===== config.mk =====
export PLATFORM = sky130hd
export DESIGN_NAME = load_store_unit
export DESIGN_NICKNAME = d
export VERILOG_FILES = /design/src/rtl/load_store_unit.sv
export SDC_FILE = /design/constraint.sdc
export NUM_CORES = 1
export LEC_CHECK = 0
export BUFFER_PORTS_ARGS = -buffer_cell sky130_fd_sc_hd__buf_2
export CORE_MARGIN = 2
export CORE_UTILIZATION = 45
export CTS_CLUSTER_DIAMETER = 30
export CTS_CLUSTER_SIZE = 16
export DETAILED_ROUTE_END_ITERATION = 8
export PLACE_DENSITY_LB_ADDON = 0.12
export SYNTH_ARGS = -nofsm -noshare
export SYNTH_HDL_FRONTEND = slang
export SYNTH_SLANG_ARGS = --single-unit

===== constraint.sdc =====
create_clock -name clk -period 2.27 [get_ports clk]
set_input_delay 0.1135 -clock clk [delete_from_list [all_inputs] [get_ports clk]]
set_output_delay 0.1135 -clock clk [all_outputs]
set_load 0.03 [all_outputs]

===== src/rtl/load_store_unit.sv =====
// RV32I load/store unit: accepts one access from execute, classifies it, runs it
// over a req/ack data bus and returns extended load data to writeback. Faulting
// accesses are diverted to a one-cycle exception pulse and never reach the bus.
module load_store_unit (
    input  logic        clk,
    input  logic        rst_n,
    // Request from execute
    input  logic        req_valid,
    output logic        req_ready,
    input  logic        is_store,
    input  logic [2:0]  funct3,
    input  logic [31:0] addr,
    input  logic [31:0] wdata,
    input  logic [4:0]  rd,
    // Data-memory bus
    output logic        mem_req,
    output logic        mem_we,
    output logic [31:0] mem_addr,
    output logic [3:0]  mem_wstrb,
    output logic [31:0] mem_wdata,
    input  logic        mem_ack,
    input  logic [31:0] mem_rdata,
    // Writeback
    output logic        done,
    output logic        wb_we,
    output logic [4:0]  wb_rd,
    output logic [31:0] wb_data,
    // Exceptions
    output logic        exc_valid,
    output logic [1:0]  exc_cause,
    output logic [31:0] exc_addr
);

    typedef enum logic [1:0] {
        StIdle,
        StBus,
        StDone,
        StExc
    } state_e;

    localparam logic [1:0] CauseLoadMisaligned  = 2'd0;
    localparam logic [1:0] CauseStoreMisaligned = 2'd1;
    localparam logic [1:0] CauseIllegal         = 2'd2;

    state_e      state_q, state_d;

    logic        is_store_q;
    logic [2:0]  funct3_q;
    logic [31:0] addr_q;
    logic [31:0] wdata_q;
    logic [4:0]  rd_q;
    logic [31:0] rdata_q;
    logic [1:0]  exc_cause_q;

    logic        accept;
    logic        req_illegal;
    logic        req_misaligned;
    logic [1:0]  req_cause;

    logic [3:0]  store_wstrb;
    logic [31:0] store_wdata;
    logic [31:0] load_lane;
    logic [31:0] load_data;

    assign accept = req_valid && (state_q == StIdle);

    // Classify the incoming request; illegal encodings win over misalignment.
    always_comb begin
        req_illegal    = 1'b0;
        req_misaligned = 1'b0;
        req_cause      = CauseIllegal;
        if (is_store) begin
            req_illegal = (funct3 >= 3'd3);
        end else begin
            req_illegal = (funct3 == 3'd3) || (funct3 == 3'd6) || (funct3 == 3'd7);
        end
        // Low two funct3 bits give the access size for both signed and unsigned forms.
        case (funct3[1:0])
            2'd1:    req_misaligned = addr[0];
            2'd2:    req_misaligned = (addr[1:0] != 2'b00);
            default: req_misaligned = 1'b0;
        endcase
        if (req_illegal) begin
            req_cause = CauseIllegal;
        end else if (is_store) begin
            req_cause = CauseStoreMisaligned;
        end else begin
            req_cause = CauseLoadMisaligned;
        end
    end

    // Next-state logic.
    always_comb begin
        state_d = state_q;
        unique case (state_q)
            StIdle: begin
                if (accept) begin
                    state_d = (req_illegal || req_misaligned) ? StExc : StBus;
                end
            end
            StBus: begin
                if (mem_ack) begin
                    state_d = StDone;
                end
            end
            StDone:  state_d = StIdle;
            StExc:   state_d = StIdle;
            default: state_d = StIdle;
        endcase
    end

    // State register.
    always_ff @(posedge clk or negedge rst_n) begin
        if (!rst_n) begin
            state_q <= StIdle;
        end else begin
            state_q <= state_d;
        end
    end

    // Capture the request at acceptance so bus signals stay stable while waiting.
    always_ff @(posedge clk or negedge rst_n) begin
        if (!rst_n) begin
            is_store_q  <= 1'b0;
            funct3_q    <= 3'd0;
            addr_q      <= 32'd0;
            wdata_q     <= 32'd0;
            rd_q        <= 5'd0;
            exc_cause_q <= 2'd0;
        end else if (accept) begin
            is_store_q  <= is_store;
            funct3_q    <= funct3;
            addr_q      <= addr;
            wdata_q     <= wdata;
            rd_q        <= rd;
            exc_cause_q <= req_cause;
        end
    end

    // Capture read data on the completing ack of a load.
    always_ff @(posedge clk or negedge rst_n) begin
        if (!rst_n) begin
            rdata_q <= 32'd0;
        end else if ((state_q == StBus) && mem_ack && !is_store_q) begin
            rdata_q <= mem_rdata;
        end
    end

    // Store lane placement: data replicated so every enabled lane carries it.
    always_comb begin
        store_wstrb = 4'hF;
        store_wdata = wdata_q;
        case (funct3_q[1:0])
            2'd0: begin
                store_wstrb = 4'b0001 << addr_q[1:0];
                store_wdata = {4{wdata_q[7:0]}};
            end
            2'd1: begin
                store_wstrb = 4'b0011 << addr_q[1:0];
                store_wdata = {2{wdata_q[15:0]}};
            end
            default: begin
                store_wstrb = 4'hF;
                store_wdata = wdata_q;
            end
        endcase
    end

    // Load extraction: shift the addressed lane down, then extend by funct3.
    always_comb begin
        load_lane = rdata_q >> {addr_q[1:0], 3'b000};
        case (funct3_q)
            3'd0:    load_data = {{24{load_lane[7]}}, load_lane[7:0]};
            3'd1:    load_data = {{16{load_lane[15]}}, load_lane[15:0]};
            3'd4:    load_data = {24'd0, load_lane[7:0]};
            3'd5:    load_data = {16'd0, load_lane[15:0]};
            default: load_data = load_lane;
        endcase
    end

    // Outputs decoded from the registered state; everything idles at zero.
    always_comb begin
        req_ready = 1'b0;
        mem_req   = 1'b0;
        mem_we    = 1'b0;
        mem_addr  = 32'd0;
        mem_wstrb = 4'd0;
        mem_wdata = 32'd0;
        done      = 1'b0;
        wb_we     = 1'b0;
        wb_rd     = 5'd0;
        wb_data   = 32'd0;
        exc_valid = 1'b0;
        exc_cause = 2'd0;
        exc_addr  = 32'd0;
        unique case (state_q)
            StIdle: begin
                req_ready = 1'b1;
            end
            StBus: begin
                mem_req  = 1'b1;
                mem_we   = is_store_q;
                mem_addr = {addr_q[31:2], 2'b00};
                if (is_store_q) begin
                    mem_wstrb = store_wstrb;
                    mem_wdata = store_wdata;
                end
            end
            StDone: begin
                done    = 1'b1;
                wb_rd   = rd_q;
                wb_we   = !is_store_q && (rd_q != 5'd0);
                wb_data = is_store_q ? 32'd0 : load_data;
            end
            StExc: begin
                exc_valid = 1'b1;
                exc_cause = exc_cause_q;
                exc_addr  = addr_q;
            end
            default: begin
                req_ready = 1'b0;
            end
        endcase
    end

endmodule


==> flow_summary.toml <==
[floorplan]
die_w_um = 119
die_y_um = 119
pin_count = 254
initial_utilization = 0.465
core_um2 = 12800
num_rows = 41
dieArea_um2 = 14100

[final_layout]
final_cells = 1068
seqCellArea_um2 = 2730
drive_above_1_share = 0.385
diodes = 0
fillers = 962
synthToLayoutAreaGrowth_pct = 48.2
final_net_count = 1003
design_area_um2 = 8800
multiInputGateArea_um2 = 2970

[critical_path]
reg2reg_to = "wdata_q[9]$_DFFE_PN0P_"
startpoint = "state_q[0]$_DFFE_PN0P_"
cp_data_required_time_ps = 2160
end_kind = "output port"
critical_path_class = "flip-flop to output port"
reg2regPathDepth = 5
rr_startpoint = "state_q[1]$_DFFE_PN0P_"
cp_max_fo = 8
worstSetupStartpointType = "flip-flop"
rrSetupSlack_ps = 520
crit_arrival_ps = 2110
crit_path_end = "wb_data[21]"

[timing]
drv_slew = 0
holdWs_ps = 13.7
max_freq_mhz = 451
setup_viol = 0
tightest_slew_ps = 688
rsz0062_at_grt = "yes"
hold_viol = 0
layout_min_cycle_time_ps = 2220
finClkSkew_ps = 5.13
min_period_over_period = 0.978
worst_slew_margin_rel = 0.541
fin_tns_setup_ps = 0

[clocking]
root_buffer = "clkbuf_16"
cts_buffers = 9
cts.sinks = 109
cts_tree = "done"
clk_pin_slew_ps = 70
cts_max_level = 3
clockBufferDepth = 2
clk_latency_ps = 350

[synthesis]
synth_area_um2 = 5940
yosysUniqueCellTypes = 39
synth_area_per_cell_um2 = 10.7
ys_seq_elements = 109
netlist_instances = 555
yosysSeqAreaShare = 0.460
ys_warn_count = 0

[global_routing]
antenna_found_initial = 0
grt_pass1_vias = 5617
grt_max_degree = 51
grt.total_usage = 0.257
grt_pass1_wl_um = 28700
gr-total-overflow = 0

[place]
io_buffers = 251
place_congestion = 0.894
dp.cells = 949
dp_hpwl_um = 12400
placedInstanceArea_um2 = 7380

[power_and_ir_drop]
p_leak_uw = 0.00449
p_per_area_nw_per_um2 = 1350
finalPower_uw = 11900
ir_drop_v = 0.000897

[routing]
drt-total-wl_um = 18200
vias = 5509
post-route-drc-count = 0
via_per_inst = 5.16
ant_nets = 0
routedWlPerCell_um = 17.1
drt-initial-drc-count = 331
first_pass_iters = 4

[min_path]
hp-class = "input pin to flip-flop"
hold_path_startpoint = "addr[22]"

[run_status]
status = "finished, final reports clean"

[flow_run]
max-cap-violations = 0
[how the worst min path moves through the flow]
stage	end	slack, ps	depth (start not counted)
final	addr_q[22]$_DFFE_PN0P_	10	2
after global routing	wdata_q[3]$_DFFE_PN0P_	4	2
after CTS	rdata_q[22]$_DFFE_PN0P_	0.006	2
after detailed placement	rdata_q[21]$_DFFE_PN0P_	200	1
after global placement	rdata_q[22]$_DFFE_PN0P_	190	1
after floorplan	addr_q[0]$_DFFE_PN0P_	-180	0
[cell families (layout without fill, tap and decap cells)]
family	Yosys count	in the layout	share of synthesized area
AND/OR/NAND/NOR	172	172	0.154
AO/OA/AOI/OAI	76	76	0.0778
multiplexers	137	137	0.256
other	1	2	0.000632
buffers and inverters	57	397	0.0457
adder cells (fa/ha/maj)	3	3	0.00632
flip-flops	109	109	0.460
[registers in the layout (all words and copies together), names as in the netlist]
signal / flops
addr_q: 32
rdata_q: 32
wdata_q: 32
rd_q: 5
funct3_q: 3
exc_cause_q: 2
state_q: 2
is_store_q: 1
[Yosys cell counts, drive strengths merged]
| cell | number | area (um^2) |
|---|---|---|
| mux2 | 109 | 1230 |
| or2 | 3 | 18.8 |
| nand4b | 1 | 8.76 |
| conb | 1 | 3.75 |
| o21ai | 22 | 110 |
| nor2 | 41 | 159 |
| buf | 28 | 161 |
| a221oi | 7 | 61.3 |
| nor3 | 3 | 26.3 |
| o211ai | 2 | 20.0 |
| o31ai | 1 | 7.51 |
| clkinv | 1 | 3.75 |
| mux4 | 1 | 22.5 |
| a21oi | 27 | 135 |
| nand3b | 1 | 7.51 |
| a211oi | 15 | 113 |
| nor2b | 9 | 56.3 |
| and3 | 42 | 263 |
| inv | 7 | 26.3 |
| a21o | 1 | 7.51 |
| mux2i | 27 | 270 |
| and2b | 1 | 7.51 |
| o21bai | 1 | 7.51 |
| dfrtp | 109 | 2730 |
| clkbuf | 21 | 80.1 |
| nand2 | 32 | 120 |
| ha | 3 | 37.5 |
| and2 | 37 | 231 |
| or3b | 1 | 8.76 |
| or3 | 1 | 6.26 |
[repair_timing]
item,CTS,global route
endpoints found under the hold margin,141,4
gates cloned,0,0
setup buffers,0,5
endpoints found under the setup margin,25,34
pin swaps,0,3
hold buffers,94,4
resized for setup,3,14
[critical path: stages (launching register included)]
cell     delay (ps)
dfrtp_1         410
or3b_4          420
or3_1           480
o21ai_1         230
buf_2           220
[where the power goes]
part           total (uW)  internal, uW  switching [uW]
sequential           3780          2940             840
combinational        6360          2560            3790
clock                1740          1010             729
total               11900          6510            5360
[through the flow]
step	setup slack, ps	utilization
after floorplan	289	-
after global placement	378	0.578
after detailed placement	240	0.578
after CTS	-10.2	0.679
after global routing	-14.3	0.689
final	50.4	0.689
[routing by layer]
layer	part of all wire	up-vias	track usage	routed length [um]
li1	-	2607	-	-
met1	0.42	2660	0.314	7710
met2	0.49	219	0.439	8880
met3	0.073	23	0.0771	1330
met4	0.017	0	0.0737	316
met5	0	-	0	0
[layout make-up]
cell class              instances  share of cell area
flip-flops and latches        109               0.310
multi-input cells             390               0.338
well taps                     172              0.0245
repair buffers                373               0.286
clock buffers                  10              0.0272
clock inverters                 6              0.0108
inverters                       8             0.00341
[placed cells by master (no fill, tap or decap), types with 25 or more instances in the layout]
| master | instances |
|---|---|
| a21oi_1 | 25 |
| and2_1 | 36 |
| and3_1 | 42 |
| buf_2 | 246 |
| dfrtp_1 | 108 |
| dlygate4sd3_1 | 98 |
| mux2_1 | 69 |
| mux2_2 | 40 |
| mux2i_1 | 27 |
| nand2_1 | 32 |
| nor2_1 | 39 |
(Power assumes the default switching activity.)
